## src/rtl/core_lsu_pkg.sv

```systemverilog
// Shared constants and types for the load/store unit: FSM state codes, access
// sizes and the latched operation descriptor.
package core_lsu_pkg;

    localparam logic [1:0] ST_IDLE = 2'd0;
    localparam logic [1:0] ST_REQ  = 2'd1;
    localparam logic [1:0] ST_RESP = 2'd2;
    localparam logic [1:0] ST_FIN  = 2'd3;

    localparam logic [1:0] SZ_B = 2'd0;
    localparam logic [1:0] SZ_H = 2'd1;
    localparam logic [1:0] SZ_W = 2'd2;

    typedef struct packed {
        logic [1:0] size;
        logic       sext;
        logic       store;
    } lsu_op_t;

    // Width of the bus-timeout counter; never below one bit.
    function automatic int cnt_width(input int cycles);
        return (cycles < 2) ? 1 : $clog2(cycles);
    endfunction

endpackage

```

## src/rtl/core_lsu_align.sv

```systemverilog
// Byte-lane steering: store byte enables and replicated data, misalignment
// detection, and extraction/extension of load data from the bus word.
module core_lsu_align
    import core_lsu_pkg::*;
(
    input  logic [1:0]  size,
    input  logic        sext,
    input  logic [1:0]  offset,
    input  logic [31:0] store_data,
    input  logic [31:0] mem_word,
    output logic [3:0]  be,
    output logic [31:0] lane_data,
    output logic        misalign,
    output logic [31:0] load_data
);

    logic [31:0] shifted;

    always_comb begin
        shifted   = mem_word >> {offset, 3'b000};
        be        = 4'b1111;
        lane_data = store_data;
        misalign  = 1'b0;
        load_data = shifted;
        case (size)
            SZ_B: begin
                be        = 4'b0001 << offset;
                lane_data = {4{store_data[7:0]}};
                load_data = {{24{sext & shifted[7]}}, shifted[7:0]};
            end
            SZ_H: begin
                be        = 4'b0011 << offset;
                lane_data = {2{store_data[15:0]}};
                misalign  = offset[0];
                load_data = {{16{sext & shifted[15]}}, shifted[15:0]};
            end
            default: begin
                misalign  = (offset != 2'b00);
            end
        endcase
    end

endmodule

```

## src/rtl/core_lsu.sv

```systemverilog
// Load/store unit: accepts one access at a time, runs a single aligned word
// transaction on the data-memory port and reports completion with DONE.
module core_lsu
    import core_lsu_pkg::*;
#(
    parameter int TIMEOUT_CYCLES = 256
) (
    input  logic        CLK,
    input  logic        RST,
    input  logic        START,
    input  logic        I_LB,
    input  logic        I_LH,
    input  logic        I_LW,
    input  logic        I_LBU,
    input  logic        I_LHU,
    input  logic        I_SB,
    input  logic        I_SH,
    input  logic        I_SW,
    input  logic [31:0] ADDR,
    input  logic [31:0] WDATA,
    output logic        BUSY,
    output logic        DONE,
    output logic [31:0] RDATA,
    output logic        MISALIGN,
    output logic        ERR,
    output logic        MEM_REQ,
    output logic        MEM_WE,
    output logic [31:0] MEM_ADDR,
    output logic [3:0]  MEM_BE,
    output logic [31:0] MEM_WDATA,
    input  logic        MEM_GNT,
    input  logic        MEM_RVALID,
    input  logic [31:0] MEM_RDATA
);

    localparam int             CW       = cnt_width(TIMEOUT_CYCLES);
    localparam logic [CW-1:0]  CNT_LAST = CW'(TIMEOUT_CYCLES - 1);

    logic [1:0]    state;
    lsu_op_t       op;
    lsu_op_t       in_op;
    lsu_op_t       a_op;
    logic [1:0]    op_off;
    logic [1:0]    a_off;
    logic [CW-1:0] cnt;
    logic [CW-1:0] cnt_next;
    logic          op_valid;
    logic          pend_misalign;
    logic          pend_err;
    logic [3:0]    a_be;
    logic [31:0]   a_lane;
    logic          a_misalign;
    logic [31:0]   a_load;

    always_comb begin
        op_valid    = $onehot({I_LB, I_LH, I_LW, I_LBU, I_LHU, I_SB, I_SH, I_SW});
        in_op.size  = SZ_W;
        in_op.sext  = I_LB | I_LH;
        in_op.store = I_SB | I_SH | I_SW;
        if (I_LB | I_LBU | I_SB) begin
            in_op.size = SZ_B;
        end else if (I_LH | I_LHU | I_SH) begin
            in_op.size = SZ_H;
        end
    end

    // The aligner sees the incoming op while idle and the latched op afterwards,
    // so a single instance serves both store steering and load extraction.
    assign a_op     = (state == ST_IDLE) ? in_op : op;
    assign a_off    = (state == ST_IDLE) ? ADDR[1:0] : op_off;
    assign cnt_next = (cnt == CNT_LAST) ? cnt : cnt + 1'b1;

    core_lsu_align u_align (
        .size       (a_op.size),
        .sext       (a_op.sext),
        .offset     (a_off),
        .store_data (WDATA),
        .mem_word   (MEM_RDATA),
        .be         (a_be),
        .lane_data  (a_lane),
        .misalign   (a_misalign),
        .load_data  (a_load)
    );

    always_ff @(posedge CLK) begin
        if (RST) begin
            state         <= ST_IDLE;
            op            <= '0;
            op_off        <= '0;
            cnt           <= '0;
            pend_misalign <= 1'b0;
            pend_err      <= 1'b0;
            BUSY          <= 1'b0;
            DONE          <= 1'b0;
            RDATA         <= '0;
            MISALIGN      <= 1'b0;
            ERR           <= 1'b0;
            MEM_REQ       <= 1'b0;
            MEM_WE        <= 1'b0;
            MEM_ADDR      <= '0;
            MEM_BE        <= '0;
            MEM_WDATA     <= '0;
        end else begin
            case (state)
                ST_IDLE: begin
                    if (START) begin
                        BUSY   <= 1'b1;
                        op     <= in_op;
                        op_off <= ADDR[1:0];
                        if (!op_valid) begin
                            pend_err <= 1'b1;
                            state    <= ST_FIN;
                        end else if (a_misalign) begin
                            pend_misalign <= 1'b1;
                            state         <= ST_FIN;
                        end else begin
                            MEM_REQ   <= 1'b1;
                            MEM_WE    <= in_op.store;
                            MEM_ADDR  <= {ADDR[31:2], 2'b00};
                            MEM_BE    <= a_be;
                            MEM_WDATA <= a_lane;
                            cnt       <= '0;
                            state     <= ST_REQ;
                        end
                    end
                end
                ST_REQ: begin
                    cnt <= cnt_next;
                    if (MEM_GNT) begin
                        MEM_REQ <= 1'b0;
                        if (op.store) begin
                            DONE  <= 1'b1;
                            state <= ST_FIN;
                        end else begin
                            state <= ST_RESP;
                        end
                    end else if (cnt == CNT_LAST) begin
                        MEM_REQ <= 1'b0;
                        RDATA   <= '0;
                        ERR     <= 1'b1;
                        DONE    <= 1'b1;
                        state   <= ST_FIN;
                    end
                end
                ST_RESP: begin
                    cnt <= cnt_next;
                    if (MEM_RVALID) begin
                        RDATA <= a_load;
                        DONE  <= 1'b1;
                        state <= ST_FIN;
                    end else if (cnt == CNT_LAST) begin
                        RDATA <= '0;
                        ERR   <= 1'b1;
                        DONE  <= 1'b1;
                        state <= ST_FIN;
                    end
                end
                ST_FIN: begin
                    // Rejected accesses arrive here with DONE low and spend one
                    // extra cycle raising it, keeping their latency at two cycles.
                    if (DONE) begin
                        DONE          <= 1'b0;
                        BUSY          <= 1'b0;
                        MISALIGN      <= 1'b0;
                        ERR           <= 1'b0;
                        pend_misalign <= 1'b0;
                        pend_err      <= 1'b0;
                        state         <= ST_IDLE;
                    end else begin
                        DONE     <= 1'b1;
                        MISALIGN <= pend_misalign;
                        ERR      <= pend_err;
                    end
                end
                default: state <= ST_IDLE;
            endcase
        end
    end

endmodule

```

## config.mk

```make
export PLATFORM = sky130hd
export DESIGN_NAME = core_lsu
export DESIGN_NICKNAME = d
export VERILOG_FILES = /design/src/rtl/core_lsu_pkg.sv /design/src/rtl/core_lsu_align.sv /design/src/rtl/core_lsu.sv
export SDC_FILE = /design/constraint.sdc
export NUM_CORES = 1
export LEC_CHECK = 0
export ABC_CLOCK_PERIOD_IN_PS = 4900
export CORE_UTILIZATION = 45
export DETAILED_ROUTE_END_ITERATION = 6
export DONT_BUFFER_PORTS = 1
export PLACE_DENSITY = 0.62
export SLEW_MARGIN = 20
export SYNTH_ARGS = -nofsm -noshare
export SYNTH_HDL_FRONTEND = slang
export SYNTH_SLANG_ARGS = --single-unit
```

## constraint.sdc

```tcl
create_clock -name CLK -period 4.9 [get_ports CLK]
set_input_delay 1.47 -clock CLK [delete_from_list [all_inputs] [get_ports CLK]]
set_output_delay 1.47 -clock CLK [all_outputs]
set_load 0.005 [all_outputs]
```

# Word-level counts from Yosys, hierarchy flattened
# Cells that the tools add are included.
totals:
  output_inout_bits: 106
  memories: 0
  mem_bits_rw: 0
  rom_bits: 0
  word_cells: 130
  latch_bits: 0
  ff_bits: 122
  inputBits: 109
classes:
  mux: 54
  shifts: 3
  multipliers: 0
  div_mod_pow: 0
  n_eq_ne: 17
  n_lt_le_gt_ge: 0
  reduce_logical: 20
  n_addsub: 8
  bitwise: 10
ops:
  columns: ["operator", "n"]
  rows:
  - ["one-hot mux 32 bit (2 select lines)", 3]
  - ["two-way mux 32 bit", 3]
  - ["two-way mux 8 bit", 4]
  - [">> shifter 32 x 5 -> 32 bit", 1]
  - ["two-way mux 1 bit", 23]
  - ["two-way mux 2 bit", 10]
  - ["inequality test 2 bit (second input constant)", 9]
  - ["one-hot mux 8 bit (2 select lines)", 1]
  - ["one-hot mux 1 bit (2 select lines)", 5]
  - ["AND reduction 5 bit", 2]
  - ["nonzero test 2 bit", 5]
  - ["AND reduction 3 bit", 3]
  - ["adder 1 x 1 -> 2 bit", 4]
  - ["adder 8 x 1 -> 8 bit (second input constant)", 1]
  - ["equality test 8 bit (second input constant)", 1]
  - ["one-hot mux 2 bit (4 select lines)", 1]
  - ["one-hot mux 4 bit (2 select lines)", 1]
  - ["AND reduction 2 bit", 4]
  - ["AND reduction 4 bit", 2]
  - ["OR 1 bit", 7]
  - ["adder 2 x 2 -> 3 bit", 2]
  - ["inequality test 3 bit (second input constant)", 2]
  - ["one-hot mux 1 bit (3 select lines)", 2]
  - ["adder 3 x 3 -> 4 bit", 1]
  - ["other kinds (11)", 15]

# Logic depth before layout (Yosys ltp)
# Gate-level depths: netlist of run 1.
depth:
  depth_word: 11
  depth_mapped: 15
  ltp_nobuf: 13

# Cells and area by module
# From an unflattened synthesis of run 1, not the netlist that was laid out.
hier_totals:
  hier_cells: 741
  hier_area_um2: 6103.4
modules_own_cells:
  columns: ["module", "area_each_um2", "cells_per_inst", "seq_area_each_um2", "instances"]
  rows:
  - ["core_lsu", 4783.3, 556, 2442.3, 1]
  - ["core_lsu_align", 1320.0, 185, 0.0, 1]

# Worst setup path before layout of run 1
# OpenSTA, ideal clock, no wires.
synth_path:
  path_kind: "input to register"
  start: "input port I_LB"
  end: "register MEM_REQ"
  path_buffers: 1
  setup_time_ns: 0.103
  required_ns: 4.797
  t_arrival_ns: 4.752
  path_stages: 14
  slack_ns: 0.045
  cell_sequence: "inv_1 > fa_1 > fa_1 > fa_1 > inv_1 > ha_1 > inv_1 > fa_1 > and3b_1 > a41oi_1 > a211oi_2 > buf_2 > nor2_1 > a2111oi_2"
synth_between:
  elab_chain_cells: 8
  word_cells_on_any_way: 14
  cone_classes: "3 x add/sub; 4 x eq/ne; 3 x mux; 2 x bitwise; 2 x reduce/logical"
synth_rtl:
  columns: ["item", "line", "source"]
  rows:
  - ["from (decl)", "core_lsu.sv:11", "input logic I_LB,"]
  - ["parallel branches: the longest is 7 deep, another holds adder 3 x 3 -> 4 bit", null, null]
  - ["AND reduction 5 bit (no line) *", null, null]
  - ["to (signal assigned)", "core_lsu.sv:98", "MEM_REQ <= 1'b0;"]
  - ["to (signal assigned)", "core_lsu.sv:117", "MEM_REQ <= 1'b1;"]
  - ["to (signal assigned)", "core_lsu.sv:130", "MEM_REQ <= 1'b0;"]
  - ["to (decl)", "core_lsu.sv:26", "output logic MEM_REQ,"]
# Every way passes the cells marked *.
# A chain may end at the register's enable or synchronous reset.

# Worst setup path in the final report of run 1
layout_path:
  start: "input port I_LB"
  end: "register MEM_WDATA[12]"
layout_between:
  elab_chain_cells: 8
  word_cells_on_any_way: 14
  cone_classes: "3 x add/sub; 2 x eq/ne; 4 x mux; 3 x bitwise; 2 x reduce/logical"
layout_rtl:
  columns: ["item", "line", "source"]
  rows:
  - ["parallel branches: the longest is 8 deep, another holds adder 3 x 3 -> 4 bit", null, null]
  - ["to (signal assigned)", "core_lsu.sv:121", "MEM_WDATA <= a_lane;"]
  - ["to (decl)", "core_lsu.sv:30", "output logic [31:0] MEM_WDATA,"]
# Parallel ways; which one is timed is not known.

==> results by group, run 1 <==
Setup path
  • Crit start category: input port
  • Critical path arrival: 5.05 ns
  • FF-to-FF setup slack: 1.63 ns
  • Worst Setup End Kind: register
  • WS Path Type: in -> reg
  • CP Max Fanout: 20
  • Worst R2R Start: state[1]
  • CP startpoint: I_LB
  • Critical Path RT: 5.22 ns

Run status
  • Status: complete, no violations

GRT
  • Gr usage total: 0.244
  • First-pass GRT wire length: 25.3 mm
  • Largest net degree at the start of global routing: 79
  • Initial antenna violation count: 0
  • Number of global-route vias before repair: 4,983
  • Gr ovfl total: 0

Timing
  • Setup violators final: 0
  • Unrepaired setup endpoints after global routing: false
  • Slew HR: 0.332
  • Setup Total Neg Slack: 0 ns
  • Fmax: 212 MHz
  • Worst-Margin Slew: 0.994 ns
  • Skew final: 0.00903 ns
  • Final period util: 0.965
  • Final hold violation count: 0
  • Slew Viols, Final: 0
  • Final Critical Period: 4.73 ns

Detailed routing
  • DRT Pass-1 Iters: 5
  • DRC Markers: 0
  • 1st-iter DRT viols: 360
  • Routed vias/inst: 5.96
  • Final antenna-violating net count: 0
  • Via Count: 5,259
  • Final wirelength: 16.5 mm
  • WL/cell: 18.7 um

CTS
  • Post-CTS Hold Fix Bufs: 0
  • CTS buffer count: 17
  • CTS tree: done
  • Clock buffer depth: 2
  • Clock latency at the later pin of the worst-skew pair: 0.42 ns
  • Clock slew at reported path FFs: 0.05 ns
  • Root buffer cell: clkbuf_16
  • Htree depth: 4
  • Sink Count: 122

Power
  • VDD IR max: 248 uV
  • PD cells: 515 nW/um^2
  • P_leak: 2.50 nW

Synthesis
  • Synth Register Bits: 122
  • Mean Syn Cell Area: 8.31 sq um
  • Netlist cell types: 62
  • Seq/Total Area, Yosys: 0.418
  • Post-Syn Instances: 703
  • Predominant post-synthesis flop cell: dfxtp_1
  • Mapped cell area: 5840 sq um
  • Post-synth EDFFs: 0
  • Asr flop ratio synth: 0
  • Yosys warns: 0

Floorplan
  • Die area: 13,400 sq um
  • Starting density of the core: 0.463
  • Die Y: 116 um
  • Core ar.: 12,600 sq um
  • Die extent in x: 116 um
  • Top Ports: 215
  • Row count: 41

Hold path
  • Min-delay src: MEM_ADDR[9]
  • Hold Path Class: reg -> reg

Final layout
  • Fillers: 1,218
  • NumNets Final: 820
  • Final core utilization: 0.529
  • Multi-input logic area: 3110 sq um
  • Syn-to-layout area delta: 14.3%
  • Share of cells above drive strength 1: 0.0972
  • Antenna diodes: 0
  • Fin cells: 882
  • Register area: 2440 sq um

Placement
  • Post-Place Cells: 849
  • GP Congestion: 0.816
  • Port Buffers: 0
  • DP Wirelength: 11.9 mm

Job
  • Maxcap violations: 0
[metal layers]
layer	share of wire	routed length (um)	GRT usage
met3	0.10	1660	0.0957
met2	0.47	7810	0.383
met1	0.39	6500	0.288
met4	0.033	550	0.128
met5	0	0	0
[layout make-up]
type                    count  area share
multi-input cells         508       0.465
flip-flops and latches    122       0.366
clock buffers              20      0.0654
repair buffers             26      0.0437
well taps                 172      0.0322
clock inverters            11      0.0150
inverters                  23      0.0129
[cell usage after synthesis, drive strengths merged (2+ instances only)]
cell	count	area share
a211o	6	0.0090
a211oi	7	0.0099
a21oi	65	0.056
a222oi	8	0.014
a22o	2	0.0030
a22oi	9	0.012
a311oi	18	0.027
a31o	3	0.0045
a31oi	6	0.0064
a32o	7	0.012
a41oi	2	0.0030
and3	3	0.0032
buf	30	0.030
clkbuf	21	0.013
dfxtp	122	0.42
fa	4	0.014
ha	9	0.019
inv	23	0.015
mux2i	33	0.059
nand2	165	0.11
nand2b	5	0.0054
nand3	17	0.015
nand3b	3	0.0039
nand4	5	0.0054
nor2	39	0.025
nor3	5	0.0043
nor3b	5	0.0073
nor4	2	0.0021
o211ai	9	0.012
o21ai	30	0.026
o221ai	8	0.012
o2bb2ai	8	0.012
o41ai	2	0.0030
or3	2	0.0021
[per-stage QoR]
step	hold slack, ns	total power, mW	worst slack [ns]	instance area [sq um]
3_5_place_dp	0.459	2.30	-0.248	6100
2_1_floorplan	0.445	2.03	0.0445	5850
6_report	0.464	3.44	0.172	6680
3_3_place_gp	0.450	2.26	-0.111	6100
5_1_grt	0.483	3.64	0.000153	6680
4_1_cts	0.466	3.44	0.181	6630
[sequential cells by signal (all words and copies together) (netlist names)]
name / cells
MEM_WDATA: 32
RDATA: 32
MEM_ADDR: 30
cnt: 8
MEM_BE: 4
op: 4
op_off: 2
state: 2
BUSY: 1
DONE: 1
ERR: 1
MEM_REQ: 1
MEM_WE: 1
MISALIGN: 1
pend_err: 1
pend_misalign: 1
[cell usage in the layout (no fill, tap or decap), drive strengths merged, types with 9 or more instances in the layout]
cell type	count
a21oi	65
a22oi	9
a311oi	18
buf	25
clkbuf	21
dfxtp	122
ha	9
inv	24
mux2i	33
nand2	165
nand3	17
nor2	39
o211ai	9
o21ai	30
[worst paths after layout]
| path | endpoint | cells after the start |
|---|---|---|
| worst max-delay path | MEM_WDATA[12] | 15 |
| worst min-delay path | MEM_ADDR[9] | 2 |
| worst max register to register | MEM_WDATA[12] | 9 |
| worst min register to register | MEM_ADDR[9] | 2 |
[logic make-up after synthesis]
| kind of cell | synth area share |
|---|---|
| multiplexers | 0.0606 |
| buffers and inverters | 0.0583 |
| flip-flops | 0.418 |
| AND/OR/NAND/NOR | 0.188 |
| other | 0.000642 |
| AO/OA/AOI/OAI | 0.242 |
| adder cells (fa/ha/maj) | 0.0330 |
[where the power goes]
group	internal, mW	switching [mW]	leakage [nW]	total, mW
Combinational	0.414	0.653	1.25	1.07
Sequential	1.12	0.115	0.988	1.23
Clock	0.692	0.446	0.260	1.14
[critical path, stage by stage]
cell	delay, ns
inv_1	0.05
fa_1	0.56
fa_1	0.45
fa_1	0.44
inv_1	0.07
ha_1	0.15
inv_1	0.06
fa_1	0.50
and3b_1	0.21
a41oi_2	0.17
a211oi_4	0.26
buf_12	0.19
buf_12	0.15
nor2_1	0.05
a311oi_1	0.25
[what timing repair did]
item | 4_1_cts | 5_1_grt
setup endpoints to repair | 0 | 5
gates resized for setup | 0 | 2
setup buffers | 0 | 1
(Power assumes the default switching activity.)
==> run 2: changes to the inputs <==
Settings changed: ABC_AREA from default to 1.
==> results by group, run 2 <==
Final layout
  • Antenna diodes: 0
  • Commonest non-fill, non-tap cell in the layout: nand2_1
  • Most frequent cells in the layout: 303 x nand2_1, 126 x a21oi_1, 122 x dfxtp_1
  • Syn-to-layout area delta: 9.67%
  • Final core utilization: 0.507
  • Share of cells above drive strength 1: 0.0738
  • NumNets Final: 1,003
  • Fillers: 1,379
  • Largest regs: MEM_WDATA (32), RDATA (32), MEM_ADDR (30)

Setup path
  • CP cell instances: inv_1 > fa_1 > fa_1 > fa_1 > inv_1 > ha_1 > inv_1 > fa_1 > o211a_1 > nand2_1 > inv_1 > nand4_4 > inv_2 > buf_12 > nand2_1 > a21oi_1
  • Critical Path RT: 5.25 ns
  • FF-to-FF setup slack: 1.74 ns
  • Crit start category: input port
  • Critical path arrival: 4.72 ns
  • Worst Setup End Kind: register
  • WS Path Type: in -> reg
  • CP Max Fanout: 39
  • Critical R2R Capture: RDATA[18]
  • R2R depth: 10
  • Critical path's slowest cell: fa_1
  • Crit path buf inv count: 6
  • Critical Path Max Stage Delay: 0.56 ns
  • Cell type group with the largest total delay on the critical path: adder cells
  • Worst R2R Start: state[0]

Hold path
  • Min-delay src: pend_misalign
  • Hold endpoint: pend_misalign
  • Hold Path Class: reg -> reg
  • Hold Path Depth: 2

CTS
  • Htree depth: 4
  • Clock buffer depth: 2
  • Post-CTS Resized: 0
  • Sink Count: 122
  • Root buffer cell: clkbuf_16
  • CTS tree: done
  • Post-CTS Setup Bufs: 0
  • Post-CTS Hold Fix Bufs: 0
  • CTS buffer count: 17
  • Clock slew at reported path FFs: 0.06 ns
  • Clock latency at the later pin of the worst-skew pair: 0.42 ns

Synthesis
  • Share of the synthesized area in the top cell type: 0.397
  • Seq/Total Area, Yosys: 0.397
  • Area leader, netlist: dfxtp_1
  • Predominant post-synthesis flop cell: dfxtp_1
  • Synth cell count leaders: 303 x nand2_1, 126 x a21oi_1, 122 x dfxtp_1
  • Post-synth EDFFs: 0
  • Asr flop ratio synth: 0
  • Netlist cell types: 37
  • Mean Syn Cell Area: 6.75 sq um
  • Mapped cell area: 6150 sq um
  • Post-Syn Instances: 910
  • Most frequent cell after synthesis: nand2_1
  • Synth Register Bits: 122
  • Yosys warns: 0
  • Top post-synthesis cells by area: dfxtp_1 40%, nand2_1 19%, a21oi_1 10%

Placement
  • Port Buffers: 0
  • GP Congestion: 0.802
  • DP Wirelength: 11.9 mm

Timing
  • Final Critical Period: 4.38 ns
  • Final period util: 0.893
  • Setup Total Neg Slack: 0 ns
  • Unrepaired setup endpoints after global routing: false
  • Skew final: 0.00683 ns
  • Final hold violation count: 0
  • Setup violators final: 0
  • Slew Viols, Final: 0
  • Worst-Margin Slew: 0.991 ns
  • Slew HR: 0.338
  • Fmax: 229 MHz

Detailed routing
  • Final antenna-violating net count: 0
  • Via Count: 5,768
  • DRC Markers: 0
  • DRT Pass-1 Iters: 5
  • WL/cell: 16.2 um
  • 1st-iter DRT viols: 397
  • Final wirelength: 17.4 mm
  • Routed vias/inst: 5.39

Power
  • Clock share of power: 0.306
  • P_leak: 2.67 nW
  • PD cells: 590 nW/um^2
  • Sw Pwr: 1.64 mW
  • Cell internal pwr: 2.34 mW
  • Comb power frac: 0.379
  • VDD IR max: 305 uV
  • Sw frac: 0.413
  • Sequential Power Share: 0.315
  • Tot Pwr: 3.98 mW

Job
  • Maxcap violations: 0

GRT
  • Largest net degree at the start of global routing: 109
  • Initial antenna violation count: 0
  • Number of global-route vias before repair: 5,318
  • Gr usage total: 0.249
  • First-pass GRT wire length: 27.6 mm
  • Gr ovfl total: 0

Floorplan
  • Row count: 42
  • Die Y: 119 um
  • Die extent in x: 119 um
  • Starting density of the core: 0.462
  • Top Ports: 215
  • Core ar.: 13,300 sq um
  • Die area: 14,100 sq um

Run status
  • Status: complete, no violations
run 2: worst max path at each step:
stage,from,to,cells past startpoint
finish,I_LB,MEM_WDATA[27],16
global route,I_LB,cnt[6],16
detailed placement,I_LB,MEM_WDATA[28],16
floorplan,I_LB,MEM_WE,17
global placement,I_LB,MEM_ADDR[20],16
CTS,I_LB,MEM_WDATA[31],16
run 2: power by group through the flow:
stage	registers [mW]	logic [mW]	clock network (mW)
floorplan	1.24	1.22	0
global placement	1.27	1.51	0
detailed placement	1.27	1.50	0
CTS	1.26	1.50	1.24
global route	1.27	1.71	1.28
finish	1.25	1.51	1.22
run 2: kinds of logic after synthesis:
kind of cell / count (synthesis) / synth area share
flops: 122 / 0.397
compound gates: 218 / 0.190
other cells: 1 / 0.000610
simple gates: 420 / 0.278
buf+inv: 132 / 0.0969
xor+xnor: 4 / 0.00570
fa+ha+maj: 13 / 0.0314
run 2: metrics by stage:
stage	worst slack (ns)	hold slack (ns)	instance area [sq um]	cells
final	0.524	0.473	6740	1070
after global routing	0.309	0.495	6740	1070
after CTS	0.521	0.468	6740	1070
after detailed placement	0.0828	0.458	6160	1038
after global placement	0.175	0.452	6160	1038
after floorplan	0.293	0.439	6150	911
run 2: worst reg2reg max path, cell delays in order, from the launching register on:
cell and delay (ns):
dfxtp_1 0.39, inv_1 0.10, ha_1 0.45, o21ai_4 0.80, inv_2 0.29, o211ai_1 0.19
nand2_1 0.12, nand3_2 0.35, nand3_1 0.20, nand2_1 0.10, a21oi_1 0.06
run 2: area by class of cell:
type | instances | area [sq um] | share of cell area
Tap cell | 176 | 220 | 0.0327
Inverter | 75 | 284 | 0.0421
Sequential cell | 122 | 2440 | 0.362
Timing Repair Buffer | 8 | 97.6 | 0.0145
Clock inverter | 12 | 115 | 0.0171
Clock buffer | 20 | 467 | 0.0692
Multi-Input combinational cell | 657 | 3110 | 0.462
run 2: per-layer routing:
| layer | up-vias | share of wire | GRT usage |
|---|---|---|---|
| li1 | 2874 | - | - |
| met1 | 2654 | 0.43 | 0.313 |
| met2 | 211 | 0.47 | 0.394 |
| met3 | 29 | 0.082 | 0.0800 |
| met4 | 0 | 0.022 | 0.100 |
| met5 | - | 0 | 0 |
==> run 3: changes to the inputs <==
Settings changed: CAP_MARGIN from default to 25.
==> results of run 3 <==
Final layout, timing and power as in run 2 (identical DEF).
